<file path="config.mk">
export PLATFORM = sky130hd
export DESIGN_NAME = debug_pulse_meter
export DESIGN_NICKNAME = d
export VERILOG_FILES = /design/src/rtl/debug_pulse_meter.sv
export SDC_FILE = /design/constraint.sdc
export NUM_CORES = 1
export LEC_CHECK = 0
export CORE_MARGIN = 2
export CORE_UTILIZATION = 45
export CTS_CLUSTER_SIZE = 14
export DETAILED_ROUTE_END_ITERATION = 8
export GPL_ROUTABILITY_DRIVEN = 0
export PLACE_DENSITY = 0.73
export SLEW_MARGIN = 40
export SYNTH_ARGS = -nofsm -noshare
export SYNTH_HDL_FRONTEND = slang
export SYNTH_SLANG_ARGS = --single-unit
</file>
<file path="constraint.sdc">
create_clock -name CLK_I -period 5.1 [get_ports CLK_I]
set_input_delay 1.02 -clock CLK_I [delete_from_list [all_inputs] [get_ports CLK_I]]
set_output_delay 1.02 -clock CLK_I [all_outputs]
set_load 0.1 [all_outputs]
</file>
<file path="src/rtl/debug_pulse_meter.sv">
// Gated per-channel edge/high-cycle meter over an N-cycle window; results appear N cycles after START.
// No backpressure: RESULT_VALID_O is a 1-cycle pulse, results hold until the next window or reset.
module debug_pulse_meter #(
  parameter int C_CH         = 4,
  parameter int C_CNT_WIDTH  = 32,
  parameter int C_GATE_WIDTH = 32
) (
  input  logic                        CLK_I,
  input  logic                        RST_I,
  input  logic [C_CH-1:0]             DEBUG_I,
  input  logic                        START_I,
  input  logic                        ABORT_I,
  input  logic                        CONTINUOUS_I,
  input  logic [C_GATE_WIDTH-1:0]     GATE_CYCLES_I,
  output logic                        BUSY_O,
  output logic                        RESULT_VALID_O,
  output logic [C_CH*C_CNT_WIDTH-1:0] EDGE_CNT_O,
  output logic [C_CH*C_CNT_WIDTH-1:0] HIGH_CNT_O,
  output logic [C_CH-1:0]             OVF_O,
  output logic [15:0]                 WINDOW_SEQ_O
);

  typedef enum logic {IDLE, RUN} state_t;
  typedef logic [C_CH-1:0][C_CNT_WIDTH-1:0] cnt_arr_t;

  state_t                   state_q, state_d;
  logic [C_GATE_WIDTH-1:0]  gate_q, gate_d;
  logic [C_CH-1:0]          prev_q, prev_d;
  cnt_arr_t                 acc_edge_q, acc_edge_d;
  cnt_arr_t                 acc_high_q, acc_high_d;
  logic [C_CH-1:0]          ovf_q, ovf_d;
  cnt_arr_t                 edge_out_q, edge_out_d;
  cnt_arr_t                 high_out_q, high_out_d;
  logic [C_CH-1:0]          ovf_out_q, ovf_out_d;
  logic [15:0]              seq_q, seq_d;
  logic                     busy_q, busy_d;
  logic                     valid_q, valid_d;

  logic [C_CH-1:0]          rise;
  cnt_arr_t                 edge_nxt, high_nxt;
  logic [C_CH-1:0]          ovf_nxt;
  logic                     last_sample;
  logic                     gate_ok;

  // Saturating next-sample values, including this cycle's increment.
  always_comb begin
    rise     = DEBUG_I & ~prev_q;
    edge_nxt = acc_edge_q;
    high_nxt = acc_high_q;
    ovf_nxt  = ovf_q;
    for (int i = 0; i < C_CH; i++) begin
      if (rise[i]) begin
        if (&acc_edge_q[i]) ovf_nxt[i] = 1'b1;
        else                edge_nxt[i] = acc_edge_q[i] + C_CNT_WIDTH'(1);
      end
      if (DEBUG_I[i]) begin
        if (&acc_high_q[i]) ovf_nxt[i] = 1'b1;
        else                high_nxt[i] = acc_high_q[i] + C_CNT_WIDTH'(1);
      end
    end
  end

  assign last_sample = (gate_q == C_GATE_WIDTH'(1));
  assign gate_ok     = (GATE_CYCLES_I != '0);

  always_comb begin
    state_d    = state_q;
    gate_d     = gate_q;
    prev_d     = DEBUG_I;
    acc_edge_d = acc_edge_q;
    acc_high_d = acc_high_q;
    ovf_d      = ovf_q;
    edge_out_d = edge_out_q;
    high_out_d = high_out_q;
    ovf_out_d  = ovf_out_q;
    seq_d      = seq_q;
    valid_d    = 1'b0;
    case (state_q)
      IDLE: begin
        if (START_I && !ABORT_I && gate_ok) begin
          state_d    = RUN;
          gate_d     = GATE_CYCLES_I;
          acc_edge_d = '0;
          acc_high_d = '0;
          ovf_d      = '0;
        end
      end
      RUN: begin
        if (ABORT_I) begin
          state_d = IDLE;
        end else if (last_sample) begin
          edge_out_d = edge_nxt;
          high_out_d = high_nxt;
          ovf_out_d  = ovf_nxt;
          valid_d    = 1'b1;
          seq_d      = seq_q + 16'd1;
          acc_edge_d = '0;
          acc_high_d = '0;
          ovf_d      = '0;
          // A zero length on reload cannot form a window, so stop instead.
          if (CONTINUOUS_I && gate_ok) gate_d = GATE_CYCLES_I;
          else                         state_d = IDLE;
        end else begin
          acc_edge_d = edge_nxt;
          acc_high_d = high_nxt;
          ovf_d      = ovf_nxt;
          gate_d     = gate_q - C_GATE_WIDTH'(1);
        end
      end
      default: state_d = IDLE;
    endcase
    busy_d = (state_d == RUN);
  end

  always_ff @(posedge CLK_I) begin
    if (RST_I) begin
      state_q    <= IDLE;
      gate_q     <= '0;
      prev_q     <= '0;
      acc_edge_q <= '0;
      acc_high_q <= '0;
      ovf_q      <= '0;
      edge_out_q <= '0;
      high_out_q <= '0;
      ovf_out_q  <= '0;
      seq_q      <= '0;
      busy_q     <= 1'b0;
      valid_q    <= 1'b0;
    end else begin
      state_q    <= state_d;
      gate_q     <= gate_d;
      prev_q     <= prev_d;
      acc_edge_q <= acc_edge_d;
      acc_high_q <= acc_high_d;
      ovf_q      <= ovf_d;
      edge_out_q <= edge_out_d;
      high_out_q <= high_out_d;
      ovf_out_q  <= ovf_out_d;
      seq_q      <= seq_d;
      busy_q     <= busy_d;
      valid_q    <= valid_d;
    end
  end

  assign BUSY_O         = busy_q;
  assign RESULT_VALID_O = valid_q;
  assign EDGE_CNT_O     = edge_out_q;
  assign HIGH_CNT_O     = high_out_q;
  assign OVF_O          = ovf_out_q;
  assign WINDOW_SEQ_O   = seq_q;

endmodule
</file>
==> metrics.yaml <==
clkLatencyLatePin_ps: 600
viasPerCell: 5.95
dp_hpwl_um: 54700
grt_usage_pct: 24.6
hold_buffers: 0
slew_viol_final: 0
synth-edff-count: 0
io-pin-count: 319
synth-main-ff-cell: "dfxtp_1"
grt_max_degree: 153
ff_latch_area_sq_um: 11500
dr.first_iter.drc_count: 2151
ys_seq_elements: 574
finalSetupViolCount: 0
start_util_pct: 45.4
hold_viol: 0
drtPass1Iterations: 7
syn_inst: 3508
ant_nets: 0
synth_area_sq_um: 28600
setup_tns_ps: 0
core-area_sq_um: 63000
worstMarginPinSlew_ps: 832
area_growth_pct: 15.8
grt_pass1_vias: 24600
drc: 0
num_vias: 27100
grt_pass1_wl_um: 134000
powerDensity_nw_per_um2: 301
io_buffers: 318
cts_tree: "built"
die-width_um: 256
rsz0062_at_grt: "no"
final.fill_count: 5973
cp.arrival_ps: 3990
post-route-period-util_pct: 68.9
post_cts_resized: 0
htree_levels: 3
overflow: 0
critPathKind: "reg -> reg"
ys_types: 76
leakage_nw: 11.6
synth.yosys.seq_area_share_pct: 40.2
num_rows: 92
cp_max_fo: 68
wire_per_inst_um: 18.2
dp_slack_ps: 1190
drive_gt1_share_pct: 13.3
die_h_um: 256
multiInputGateArea_sq_um: 15800
run_status: "finished clean"
wl_um: 82600
hold_class: "reg -> reg"
async_flop_share_pct: 0
clkTransAtPathRegs_ps: 60
cts_setup_buffers: 0
antenna_found_initial: 1
cp_data_required_time_ps: 5580
fin_nets: 3704
slew_headroom_pct: 44.6
skew_ps: 28.3
vdd_ir_drop_max_mv: 0.201
clock.fmax_mhz: 285
post-route-worst-setup-slack_ps: 1590
start_kind: "register"
cts_root_buffer: "clkbuf_16"
cts-buffers-inserted: 66
ys.warnings.count: 0
timing.final.crit_period_ps: 3510
synth_fp_nets: 3560
diodes: 0
cap_violations: 0
syn_avg_cell_area_sq_um: 8.14
clock_path_buffers: 3
dieArea_sq_um: 65500
worstSetupEndpointType: "register"
cts_sinks: 574
path summary, 6_finish.rpt:
| kind | startpoint | to | slack [ps] | cells past startpoint |
|---|---|---|---|---|
| max | gate_q[12] | acc_high_q[0] | 1590 | 7 |
| min reg2reg | EDGE_CNT_O[56] | EDGE_CNT_O[56] | 460 | 2 |
| min | EDGE_CNT_O[56] | EDGE_CNT_O[56] | 460 | 2 |
| max reg2reg | gate_q[12] | acc_high_q[0] | 1590 | 7 |
area by class of cell:
type / count / area share [%]
clock buffer: 97 / 6.02
clock inverter: 19 / 0.636
inverter: 57 / 0.651
multi-input combinational: 2589 / 47.8
sequential: 574 / 34.7
tap: 846 / 3.20
timing repair buffer: 364 / 6.91
cells in the mapped netlist, types with 9 or more instances:
library cell	instances	area, sq um
nor3_1	78	390
clkbuf_1	208	781
nand4_1	106	663
o21ai_0	298	1490
buf_2	64	320
or4_1	16	120
buf_1	14	52.6
dfxtp_1	574	11500
nand3b_1	9	67.6
a41oi_1	19	166
o32ai_1	9	78.8
nor4_1	47	294
nand2_1	243	912
a211oi_1	177	1330
a31oi_1	97	607
a21o_1	24	180
o21a_1	12	90.1
and2_1	25	156
nor3b_1	10	75.1
or3_1	37	231
o211a_1	13	130
or2_2	14	87.6
a21oi_1	264	1320
and3_1	66	413
inv_1	57	214
nand3_1	125	626
nor2b_1	9	56.3
o21ai_1	16	80.1
xnor2_1	125	1090
and4_1	65	569
ha_1	11	138
o31ai_1	76	571
nor2_1	321	1200
xor2_1	111	972
a311oi_1	34	298
mux2i_1	13	130
nand2b_1	12	75.1
report_power, final:
| part | total [mW] | internal, mW | switching (mW) |
|---|---|---|---|
| sequential | 4.55 | 4.51 | 0.0392 |
| clock | 4.83 | 2.91 | 1.92 |
| combinational | 0.563 | 0.169 | 0.394 |
kinds of logic after synthesis:
family | share of synthesized area (%)
and+or+nand+nor | 21.9
AOI/OAI and AO/OA | 24.6
DFF | 40.2
buffers and inverters | 4.82
xor gates and xnor gates | 7.24
muxes | 0.731
adders and majority gates | 0.482
critical path, stage by stage, from the launching register on:
cell and delay (ps):
dfxtp_1 370, nor4_2 430, nand3_1 490, o311ai_4 670, buf_6 230, buf_4 600, o21ai_0 240, mux2_2 320
routing by layer:
metal / GRT usage (%) / part of all wire, %
met3: 4.04 / 6.6
met5: 0 / 0.016
met1: 34.0 / 46
met2: 38.5 / 44
met4: 8.89 / 2.9
registers in the layout (all words and copies together), names as in the netlist:
signal	cells
OVF_O	4
acc_high_q	128
HIGH_CNT_O	128
ovf_q	4
WINDOW_SEQ_O	16
prev_q	4
EDGE_CNT_O	128
acc_edge_q	128
BUSY_O	1
RESULT_VALID_O	1
gate_q	32
per-stage QoR:
| stage | instance area, sq um | cells | hold WS (ps) | power, mW | util [%] |
|---|---|---|---|---|---|
| floorplan | 28600 | 3508 | 458 | 5.01 | - |
| finish | 33100 | 4546 | 461 | 9.95 | 52.5 |
| detailed placement | 30800 | 4430 | 452 | 5.20 | 49.0 |
| CTS | 33000 | 4546 | 463 | 10.0 | 52.5 |
| global placement | 32200 | 4428 | 444 | 5.20 | 51.1 |
| global route | 33100 | 4546 | 493 | 10.3 | 52.5 |
cell usage in the layout, fill, tap and decap left out, types with 10 or more instances in the layout:
| cell type | n |
|---|---|
| or3_1 | 37 |
| o21a_1 | 12 |
| a41oi_1 | 19 |
| nor3_1 | 77 |
| xor2_1 | 111 |
| a31oi_1 | 96 |
| or2_2 | 14 |
| o31ai_1 | 76 |
| o211a_1 | 13 |
| nand4_1 | 106 |
| or4_1 | 15 |
| clkdlybuf4s50_1 | 39 |
| clkbuf_8 | 16 |
| a311oi_1 | 33 |
| a211oi_1 | 175 |
| nand2b_1 | 12 |
| buf_2 | 278 |
| ha_1 | 11 |
| buf_4 | 31 |
| dfxtp_1 | 574 |
| o21ai_0 | 298 |
| and3_1 | 66 |
| nor2_1 | 321 |
| clkinv_2 | 12 |
| nand2_1 | 243 |
| nor3b_1 | 10 |
| clkbuf_16 | 69 |
| xnor2_1 | 125 |
| a21oi_1 | 263 |
| a21o_1 | 24 |
| nor4_1 | 44 |
| o21ai_1 | 15 |
| buf_12 | 10 |
| and4_1 | 65 |
| clkbuf_1 | 12 |
| nand3_1 | 125 |
| inv_1 | 56 |
| mux2i_1 | 13 |
| and2_1 | 25 |
No activity file was read; power rests on OpenSTA's default activity.
